--- config.mk ---
export PLATFORM = sky130hd
export DESIGN_NAME = wb_port_arbiter
export DESIGN_NICKNAME = d
export VERILOG_FILES = /design/src/rtl/wb_port_arbiter.sv
export SDC_FILE = /design/constraint.sdc
export NUM_CORES = 1
export LEC_CHECK = 0
export BUFFER_PORTS_ARGS = -buffer_cell sky130_fd_sc_hd__buf_2
export CAP_MARGIN = 20
export CORE_MARGIN = 8
export CORE_UTILIZATION = 35
export DETAILED_ROUTE_END_ITERATION = 8
export SKIP_CTS_REPAIR_TIMING = 1
export SLEW_MARGIN = 10
export SYNTH_ARGS = -nofsm -noshare
export SYNTH_HDL_FRONTEND = slang
export SYNTH_SLANG_ARGS = --single-unit
--- constraint.sdc ---
create_clock -name clk -period 2.9 [get_ports clk]
set_input_delay 0.435 -clock clk [delete_from_list [all_inputs] [get_ports clk]]
set_output_delay 0.435 -clock clk [all_outputs]
set_load 0.01 [all_outputs]
--- src/rtl/wb_port_arbiter.sv ---
// Register-file write-port arbiter: pipeline WB has priority, MDU results queue in a FIFO and drain into idle cycles.
// Optional build macro WB_ARB_BYPASS_EN: an MDU result skips the FIFO when the FIFO is empty and WB is idle.
//
// state | meaning
// RUN   | normal operation; FIFO drains into idle WB cycles
// STALL | FIFO starved for STARVE_MAX cycles; pipe_stall asserted
module wb_port_arbiter #(
  parameter int DEPTH      = 4,
  parameter int STARVE_MAX = 8
) (
  input  logic        clk,
  input  logic        clrn,
  input  logic        pipe_wreg,
  input  logic [4:0]  pipe_rn,
  input  logic [31:0] pipe_wdi,
  input  logic        mdu_valid,
  input  logic [4:0]  mdu_rn,
  input  logic [31:0] mdu_data,
  output logic        mdu_ready,
  output logic        pipe_stall,
  input  logic [4:0]  q_rn,
  output logic        q_busy,
  output logic        rf_we,
  output logic [4:0]  rf_wn,
  output logic [31:0] rf_d
);

  localparam int AW = $clog2(DEPTH);
  localparam int CW = $clog2(STARVE_MAX + 1);
  localparam logic [0:0] ST_RUN   = 1'b0;
  localparam logic [0:0] ST_STALL = 1'b1;

  logic [4:0]    fifo_rn_q   [DEPTH];
  logic [4:0]    fifo_rn_d   [DEPTH];
  logic [31:0]   fifo_data_q [DEPTH];
  logic [31:0]   fifo_data_d [DEPTH];
  logic [AW-1:0] wr_ptr_q, wr_ptr_d;
  logic [AW-1:0] rd_ptr_q, rd_ptr_d;
  logic [AW:0]   count_q, count_d;
  logic [CW-1:0] starve_q, starve_d;
  logic [0:0]    state_q, state_d;
  logic          rf_we_q, rf_we_d;
  logic [4:0]    rf_wn_q, rf_wn_d;
  logic [31:0]   rf_d_q, rf_d_d;
  logic          rf_mdu_q, rf_mdu_d;

  logic pipe_sel, fifo_empty, fifo_full, pop, push, bypass, starved;
  logic [AW-1:0] idx;

  always_comb begin
    pipe_sel   = pipe_wreg && (pipe_rn != 5'd0);
    fifo_empty = (count_q == '0);
    fifo_full  = (count_q == (AW+1)'(DEPTH));
    pop        = !pipe_sel && !fifo_empty;
`ifdef WB_ARB_BYPASS_EN
    bypass     = fifo_empty && !pipe_sel && mdu_valid && (mdu_rn != 5'd0);
`else
    bypass     = 1'b0;
`endif
    // rn=0 results still complete the handshake, they just never enter the FIFO
    push       = mdu_valid && !fifo_full && (mdu_rn != 5'd0) && !bypass;
    starved    = !fifo_empty && pipe_sel;
  end

  always_comb begin
    fifo_rn_d   = fifo_rn_q;
    fifo_data_d = fifo_data_q;
    wr_ptr_d    = wr_ptr_q;
    rd_ptr_d    = rd_ptr_q;
    count_d     = count_q;
    if (push) begin
      fifo_rn_d[wr_ptr_q]   = mdu_rn;
      fifo_data_d[wr_ptr_q] = mdu_data;
      wr_ptr_d              = wr_ptr_q + AW'(1);
    end
    if (pop) rd_ptr_d = rd_ptr_q + AW'(1);
    case ({push, pop})
      2'b10:   count_d = count_q + (AW+1)'(1);
      2'b01:   count_d = count_q - (AW+1)'(1);
      default: count_d = count_q;
    endcase
  end

  always_comb begin
    rf_we_d  = 1'b0;
    rf_wn_d  = rf_wn_q;
    rf_d_d   = rf_d_q;
    rf_mdu_d = 1'b0;
    if (pipe_sel) begin
      rf_we_d = 1'b1;
      rf_wn_d = pipe_rn;
      rf_d_d  = pipe_wdi;
    end else if (pop) begin
      rf_we_d  = 1'b1;
      rf_wn_d  = fifo_rn_q[rd_ptr_q];
      rf_d_d   = fifo_data_q[rd_ptr_q];
      rf_mdu_d = 1'b1;
    end else if (bypass) begin
      rf_we_d  = 1'b1;
      rf_wn_d  = mdu_rn;
      rf_d_d   = mdu_data;
      rf_mdu_d = 1'b1;
    end
  end

  always_comb begin
    starve_d = starve_q;
    if (pop || fifo_empty) starve_d = '0;
    else if (starved && (starve_q != CW'(STARVE_MAX))) starve_d = starve_q + CW'(1);

    state_d = state_q;
    case (state_q)
      ST_RUN:   if (starved && (starve_q == CW'(STARVE_MAX - 1))) state_d = ST_STALL;
      ST_STALL: if (pop || fifo_empty) state_d = ST_RUN;
      default:  state_d = ST_RUN;
    endcase
  end

  // Busy if queued, or currently being written by an MDU-sourced write
  always_comb begin
    q_busy = 1'b0;
    idx    = rd_ptr_q;
    if (q_rn != 5'd0) begin
      if (rf_we_q && rf_mdu_q && (rf_wn_q == q_rn)) q_busy = 1'b1;
      for (int k = 0; k < DEPTH; k++) begin
        idx = rd_ptr_q + AW'(k);
        if (((AW+1)'(k) < count_q) && (fifo_rn_q[idx] == q_rn)) q_busy = 1'b1;
      end
    end
  end

  always_ff @(posedge clk or negedge clrn) begin
    if (!clrn) begin
      for (int i = 0; i < DEPTH; i++) begin
        fifo_rn_q[i]   <= '0;
        fifo_data_q[i] <= '0;
      end
      wr_ptr_q <= '0;
      rd_ptr_q <= '0;
      count_q  <= '0;
      starve_q <= '0;
      state_q  <= ST_RUN;
      rf_we_q  <= 1'b0;
      rf_wn_q  <= '0;
      rf_d_q   <= '0;
      rf_mdu_q <= 1'b0;
    end else begin
      fifo_rn_q   <= fifo_rn_d;
      fifo_data_q <= fifo_data_d;
      wr_ptr_q    <= wr_ptr_d;
      rd_ptr_q    <= rd_ptr_d;
      count_q     <= count_d;
      starve_q    <= starve_d;
      state_q     <= state_d;
      rf_we_q     <= rf_we_d;
      rf_wn_q     <= rf_wn_d;
      rf_d_q      <= rf_d_d;
      rf_mdu_q    <= rf_mdu_d;
    end
  end

  assign mdu_ready  = (count_q != (AW+1)'(DEPTH));
  assign pipe_stall = (state_q == ST_STALL);
  assign rf_we      = rf_we_q;
  assign rf_wn      = rf_wn_q;
  assign rf_d       = rf_d_q;

endmodule
==> results by group <==
Status
  • Outcome: complete, no violations

Setup path
  • Worst Path Buf+Inv: 2
  • Setup slack on the worst flop-to-flop path: 500 ps
  • Number of cells traversed by the worst register-to-register path: 8
  • Largest stage delay on the critical path: 560 ps
  • Element type at the critical path start: register
  • Launch instance of the worst register-to-register path: count_q[0]
  • Critical Path Fanout Max: 6
  • Type of destination of the critical path: output pin
  • Critical path arrival: 2410 ps
  • Critical R2R Capture: fifo_data_q[19]
  • CP required: 2470 ps
  • Cell family contributing the most delay on the critical path: multiplexers
  • Most frequent cell on the critical path: sky130_fd_sc_hd__nor3_1
  • Master of the slowest instance on the critical path: sky130_fd_sc_hd__mux4_1
  • Cell chain of the critical path: buf_6 -> mux4_1 -> xnor2_1 -> o2111ai_1 -> nor3_1 -> nor3_1 -> a21oi_1 -> buf_2
  • Type of the setup path with the least slack: register to output pin

GRT
  • Combined global-route utilization of all metal layers: 0.135
  • Initial antenna violation count: 2
  • Pin count of the biggest net entering global routing: 74
  • Total congestion overflow after global routing: 0
  • Number of global-route vias before repair: 6,227
  • Global-route wire length before repair: 35,200 um

Clock network
  • Root buffer cell: sky130_fd_sc_hd__clkbuf_16
  • # H-tree levels: 4
  • Clock tree from TritonCTS: yes
  • Max clock buf depth: 2
  • Clock-pin slew on the worst setup and hold paths: 80 ps
  • Clock Sink Count: 199
  • Clock buffers created by TritonCTS: 17
  • Clock Latency Late Sink: 420 ps

Layout
  • Final net count: 886
  • Antenna Diode Count: 0
  • Final standard cell area without fillers: 0.0113 mm2
  • Area Growth Syn to Fin: 18.0%
  • Share of post-route cells with drive strength above 1: 0.465

Placement
  • Sum of net half-perimeters after detailed placement: 14,500 um
  • Area after detailed placement: 0.0106 mm2
  • RD Place Congestion: 0.739
  • Number of buffer cells added on primary ports: 123

Yosys
  • Commonest cells in the netlist: sky130_fd_sc_hd__dfrtp_1 (199), sky130_fd_sc_hd__mux2_2 (139), sky130_fd_sc_hd__nand2_1 (46), sky130_fd_sc_hd__mux2i_1 (44), sky130_fd_sc_hd__o21ai_0 (43)
  • YS warnings: 0
  • Part of the Yosys area used for sequential elements: 0.521
  • Syn Inst Count: 666
  • Synth Area per Inst: 14.4 um2
  • Yosys cell types: 37
  • Count of flip-flops with a built-in enable after synthesis: 0
  • Asr flop ratio synth: 1.00
  • Cell accounting for the most synthesized area: sky130_fd_sc_hd__dfrtp_1
  • Net Count, Synth: 760
  • Fraction of synthesized cell area taken by the top area cell type: 0.521
  • Most frequently used cell type in the post-synthesis netlist: sky130_fd_sc_hd__dfrtp_1
  • Post-synth top flop: sky130_fd_sc_hd__dfrtp_1
  • Flop and latch count out of synthesis: 199
  • Area contributors post-synth: sky130_fd_sc_hd__dfrtp_1 (52%), sky130_fd_sc_hd__mux2_2 (16%), sky130_fd_sc_hd__mux4_2 (9.7%)
  • Combined area of all synthesized cells: 0.00957 mm2

STA
  • Final Slew Violations: 0
  • Worst slew margin: 0.503
  • Setup clock skew after layout: 13.2 ps
  • Unrepaired setup endpoints after global routing: yes
  • Hold Fails Final Rpt: 0
  • Setup violations, final: 0
  • Post-Route Hold Slack: 24.2 ps
  • Worst Max-Slew Pin Slew: 745 ps
  • Clock period minus worst slack: 2850 ps
  • Final worst path period share: 0.981
  • Maximum frequency from static timing analysis: 351 MHz
  • Total Negative Setup Slacks: 0 ps

Detailed routing
  • Remaining number of nets flagged by the antenna check after routing: 0
  • Aggregate routed wire length: 21,400 um
  • Wire per inst: 18.7 um
  • DRC marker count from the first detailed-route iteration: 213
  • Routed via count: 5,775
  • Post-route DRC: 0
  • Per-cell via count in the routed design: 5.04
  • Count of TritonRoute iterations in the first routing pass: 4

Power and ir drop
  • Leak Pwr: 5.14 nW
  • Total power of the final layout: 13.0 mW
  • PD cells: 1150 mW/mm2
  • Peak ir drop on the vdd network: 0.000396 V

Die
  • Row cnt: 60
  • Chip height: 181 um
  • Core area: 0.0269 mm2
  • Number of ports placed on the die boundary: 124
  • Die area: 0.0329 mm2
  • Initial standard-cell utilization of the core: 0.356
  • Horizontal extent of the die: 181 um

Min path
  • Type of the tightest min-delay check: primary input to async pin

Flow run
  • Maxcap violations: 0
worst max-delay path by stage:
stage               slack, ps         from  depth (start not counted)     end
floorplan                 720  rd_ptr_q[0]                          9  q_busy
global placement          420  rd_ptr_q[0]                          7  q_busy
detailed placement        390  rd_ptr_q[0]                          7  q_busy
CTS                      -100  rd_ptr_q[0]                          7  q_busy
global route             -110  rd_ptr_q[0]                          9  q_busy
finish                     50  rd_ptr_q[0]                          8  q_busy
routing by layer:
| layer | GRT usage | part of all wire | vias up | wire, um |
|---|---|---|---|---|
| li1 | - | - | 2683 | - |
| met1 | 0.173 | 0.45 | 2981 | 9600 |
| met2 | 0.223 | 0.50 | 92 | 10700 |
| met3 | 0.0367 | 0.043 | 15 | 910 |
| met4 | 0.0308 | 0.0074 | 4 | 159 |
| met5 | 0 | 0.0012 | - | 26 |
cell type report:
class                   instances  area (um2)
clock inverters                10         111
clock buffers                  22         474
well taps                     341         427
multi-input cells             416        4350
inverters                       8        30.0
fillers                      2526       15600
flip-flops and latches        199        4980
repair buffers                150         910
placed cells by master, fill, tap and decap left out, types with 8 or more instances in the layout:
cell type | Yosys | routed
sky130_fd_sc_hd__xor2_1 | 13 | 13
sky130_fd_sc_hd__mux2_2 | 139 | 139
sky130_fd_sc_hd__nand2_1 | 46 | 46
sky130_fd_sc_hd__ha_1 | 11 | 11
sky130_fd_sc_hd__mux2i_1 | 44 | 44
sky130_fd_sc_hd__mux2_1 | 9 | 9
sky130_fd_sc_hd__o21ai_0 | 43 | 43
sky130_fd_sc_hd__xnor2_1 | 20 | 17
sky130_fd_sc_hd__clkbuf_16 | 0 | 17
sky130_fd_sc_hd__dfrtp_1 | 199 | 197
sky130_fd_sc_hd__nor2_1 | 8 | 8
sky130_fd_sc_hd__buf_2 | 20 | 122
sky130_fd_sc_hd__inv_1 | 8 | 8
sky130_fd_sc_hd__mux4_2 | 41 | 42
sky130_fd_sc_hd__buf_4 | 3 | 19
power by group:
part | total, mW | switching, mW | leakage (nW) | internal [mW]
sequential | 5.01 | 0.837 | 2.38 | 4.17
combinational | 5.62 | 2.35 | 2.48 | 3.27
clock | 2.36 | 1.08 | 0.281 | 1.28
total | 13.0 | 4.27 | 5.14 | 8.72
registers in the layout, summed over array words and instances, names as in the netlist:
register / flops
rf_mdu_q: 1
rf_we: 1
rf_d: 32
rd_ptr_q: 2
starve_q: 4
count_q: 3
pipe_stall: 1
fifo_rn_q: 20
fifo_data_q: 128
wr_ptr_q: 2
rf_wn: 5
cells by family after synthesis:
group                    synth area share
buffers and inverters              0.0272
multiplexers                        0.339
XOR/XNOR                           0.0302
adder cells (fa/ha/maj)            0.0144
AO/OA/AOI/OAI                      0.0313
AND/OR/NAND/NOR                    0.0377
flip-flops                          0.521
per-stage QoR:
stage / std cells / worst slack, ps / utilization
floorplan: 666 / 716 / -
global placement: 1104 / 416 / 0.394
detailed placement: 1104 / 385 / 0.394
CTS: 1136 / -96.8 / 0.416
global route: 1146 / -106 / 0.420
finish: 1146 / 53.7 / 0.420
Note: power is estimated with default switching activity, not from simulation.
